### src/rtl/not8bit_checker_inv_compare.sv
// Combinational inverter response check: match is 1 only when out_vec is
// exactly ~in_vec, so an unknown bit on out_vec never reads as a match.
module inv_compare #(
  parameter int WIDTH = 8
) (
  input  logic [WIDTH-1:0] in_vec,
  input  logic [WIDTH-1:0] out_vec,
  output logic             match
);

  // Case equality keeps X/Z on the response from slipping through as a pass.
  always_comb begin
    match = ((~in_vec) === out_vec);
  end

endmodule

### config.mk
export PLATFORM = sky130hd
export DESIGN_NAME = inv_compare
export DESIGN_NICKNAME = d
export VERILOG_FILES = /design/src/rtl/not8bit_checker_inv_compare.sv
export SDC_FILE = /design/constraint.sdc
export NUM_CORES = 1
export LEC_CHECK = 0
export CAP_MARGIN = 20
export CORE_AREA = 2 2 39 41
export DETAILED_ROUTE_END_ITERATION = 10
export DIE_AREA = 0 0 41 43
export GPL_TIMING_DRIVEN = 0
export PLACE_DENSITY = 0.32
export SLEW_MARGIN = 25
export SYNTH_ARGS = -nofsm -noshare
export SYNTH_HDL_FRONTEND = slang
export SYNTH_SLANG_ARGS = --single-unit
### constraint.sdc
create_clock -name vclk -period 0.8
set_input_delay 0.08 -clock vclk [all_inputs]
set_output_delay 0.08 -clock vclk [all_outputs]
set_load 0.005 [all_outputs]
Word level (Yosys, flattened, before mapping)
Cells that the tools add are included.
{ "word_totals": {"register_bits": 0, "inputBits": 16, "wordCells": 2, "output_inout_bits": 1} }
{ "classes": {"eq_ne": 1, "bitwise": 1} }
{ "op_table": {"columns": ["operator", "n"], "rows": [
  ["$eqx 8x8->1", 1],
  ["$not 8->8", 1]
]} }

Depth between registers and ports, before layout
Gate-level depths: netlist of run 1.
{ "depth": {"ltp_word": 2, "mapped_depth": 3, "depth_no_buf": 3} }

Worst setup path before layout of run 1
Ideal clock, no wire load.
{ "synth_timing": {"kind": "input-to-output", "startpoint": "input port out_vec[2]", "endpoint": "output port match", "required_ps": 720, "stages": 3, "path_buffers": 0, "slack_ps": 293, "t_arrival_ps": 427, "path_cell_list": "xor2_1 -> nand4_1 -> nor2_1"} }
{ "synth_between": {"elab_chain_cells": 1} }
{ "synth_rtl": {"columns": ["element", "line_no", "text"], "rows": [
  ["start, declared", "7", "input logic [WIDTH-1:0] out_vec,"],
  ["$eqx 8x8->1", "13", "match = ((~in_vec) === out_vec);"],
  ["end, declared", "8", "output logic match"]
]} }
Every way passes these cells.

Worst setup path after layout of run 1
{ "layout_timing": {"startpoint": "input port out_vec[1]", "endpoint": "output port match"} }
Same word-level chain as after synthesis.

==> results of run 1 <==
-- area by class of cell --
cell class	count	area (um2)	share of cell area [%]
timing repair buffer	17	129	53.1
multi-input combinational	11	93.8	38.7
tap	16	20.0	8.25
-- layer usage --
| layer | vias up | share of wire (%) | track usage (%) |
|---|---|---|---|
| li1 | 70 | - | - |
| met1 | 59 | 33 | 5.70 |
| met2 | 17 | 43 | 6.25 |
| met3 | 0 | 24 | 2.62 |
| met4 | 0 | 0 | 0 |
| met5 | - | 0 | 0 |
-- metrics by stage --
stage               std cells  setup TNS [ps]  worst slack, ps
global placement           44            -741             -741
floorplan                  11               0              293
finish                     44               0             68.3
detailed placement         44            -761             -761
CTS                        44               0             16.6
global route               44           -32.4            -32.4
-- worst max-delay path by stage --
stage	cells past startpoint	slack (ps)	startpoint	endpoint
floorplan	3	290	out_vec[2]	match
global placement	5	-740	out_vec[7]	match
detailed placement	5	-760	out_vec[2]	match
CTS	5	20	out_vec[7]	match
global route	5	-30	in_vec[3]	match
finish	5	70	out_vec[1]	match
-- power groups by stage --
stage / sequential [W] / clock, W / combinational, W
after floorplan: 0 / 0 / 0.0000279
after global placement: 0 / 0 / 0.000117
after detailed placement: 0 / 0 / 0.000117
after CTS: 0 / 0 / 0.0000784
after global routing: 0 / 0 / 0.000109
final: 0 / 0 / 0.000100
-- cells in the mapped netlist --
master / number / area [um2]
nor2_1: 1 / 3.75
nand4_1: 2 / 12.5
xor2_1: 8 / 70.1
-- cell families after synthesis --
logic type | Yosys count | share of synthesized area [%]
AND/OR/NAND/NOR | 3 | 18.8
XOR/XNOR | 8 | 81.2
-- timing repair --
| item | 4_1_cts | 5_1_grt |
|---|---|---|
| gates resized for setup | 56 | 8 |
| endpoints found under the setup margin | 1 | 1 |
| hold endpoints to repair | 0 | 0 |
| pin swaps | 11 | 4 |
| gates cloned | 0 | 0 |
==> reports/summary.txt, run 1 <==
Crit-path max cell delay: 140 ps
FILL cells: 172
Worst Path Max Fanout: 1
Clock power frac: 0%
Vias: 146
Gpl congestion: 0.532
Maximum VDD drop: 0.129 mV
Nets@finish: 46
HP Start: out_vec[3]
Tcrit/Tclk final: 91.5%
Final Hold Viols: 0
WP buf/inv: 2
Reg area: 0 um2
CP max stage cell: xor2_1
Die Y: 43 um
CTS Hold Bufs: 0
Largest net degree at the start of global routing: 2
Setup bufs post-CTS: 0
Tot Pwr: 0.000100 W
Crit-path cells: buf_6, xor2_1, nand4_1, nor2_1, buf_2
PortBufs: 17
1st-pass router iterations: 2
Pwr dens: 412 nW/um2
Hold Crit Class: primary input to output port
Area after DPL: 277 um2
Pleak: 0.121 nW
Worst Max-Slew Pin Slew: 151 ps
Final Instance Area: 243 um2
Crit Path Class: primary input to output port
Highest-count cells in the layout ignoring fill and taps: 10 x buf_2, 7 x xor2_1, 7 x buf_6, 2 x nand4_1
Area growth, synth to finish: 181%
Final setup fails: 0
Final wirelength: 333 um
Initial DRC count: 1
ANT cells: 0
Mapped Cells: 11
Drt wl/cell: 7.57 um
Sw frac: 32.0%
CP arrival: 650 ps
Max Clock Freq: 1370 MHz
Avg Inst Size Synth: 7.85 um2
Util after Layout: 17.5%
Relative slew slack: 89.9%
Row count: 14
Int Pwr: 0.0000680 W
Worst EP required: 720 ps
Max_cap viols: 0
Drt drc: 0
CP startpoint kind: primary input
Chip width: 41 um
Initial antenna violation count: 0
Worst setup EP type: output port
First-pass GRT wire length: 558 um
Min Hold Slack: 512 ps
Tmin final: 732 ps
CLK BUF: 0
RSZ-0062 raised after global routing: yes
GRT Util Overall: 4.30%
Cell depth of the worst hold path: 5
Net Sw Power: 0.0000320 W
Status: finished clean
Netlist cell types: 3
Worst Hold End: match
Share of cells above drive strength 1: 64.3%
# IOs: 17
Synthesized Nets: 27
Number of global-route vias before repair: 137
Remaining antenna violation count after routing: 0
CP delay by family, top: simple AND/OR/NAND/NOR gates
Logic pwr share: 100.0%
Register area share after synthesis: 0%
Post-synthesis cell area: 86.3 um2
Synthesis Warnings: 0
Core Area: 1380 um2
FF+latch count: 0
GR Overflow Total: 0
Die outline area: 1760 um2
Starting density of the core: 6.24%
Most common cell after layout, fill and taps aside: buf_2
Reg power frac: 0%
Pins Over Slew Limit: 0
Via-to-Cell Ratio: 3.32
Power figures use the tool's default switching activity.
==> run 2, diff against run 1 <==
Settings changed: SLEW_MARGIN 25 to 20.
==> results of run 2 <==
Final layout, timing and power as in run 1 (identical DEF).
==> run 3, diff against run 2 <==
Settings changed: RECOVER_POWER set to 25.
==> results of run 3 <==
Final layout, timing and power as in run 1 (identical DEF).
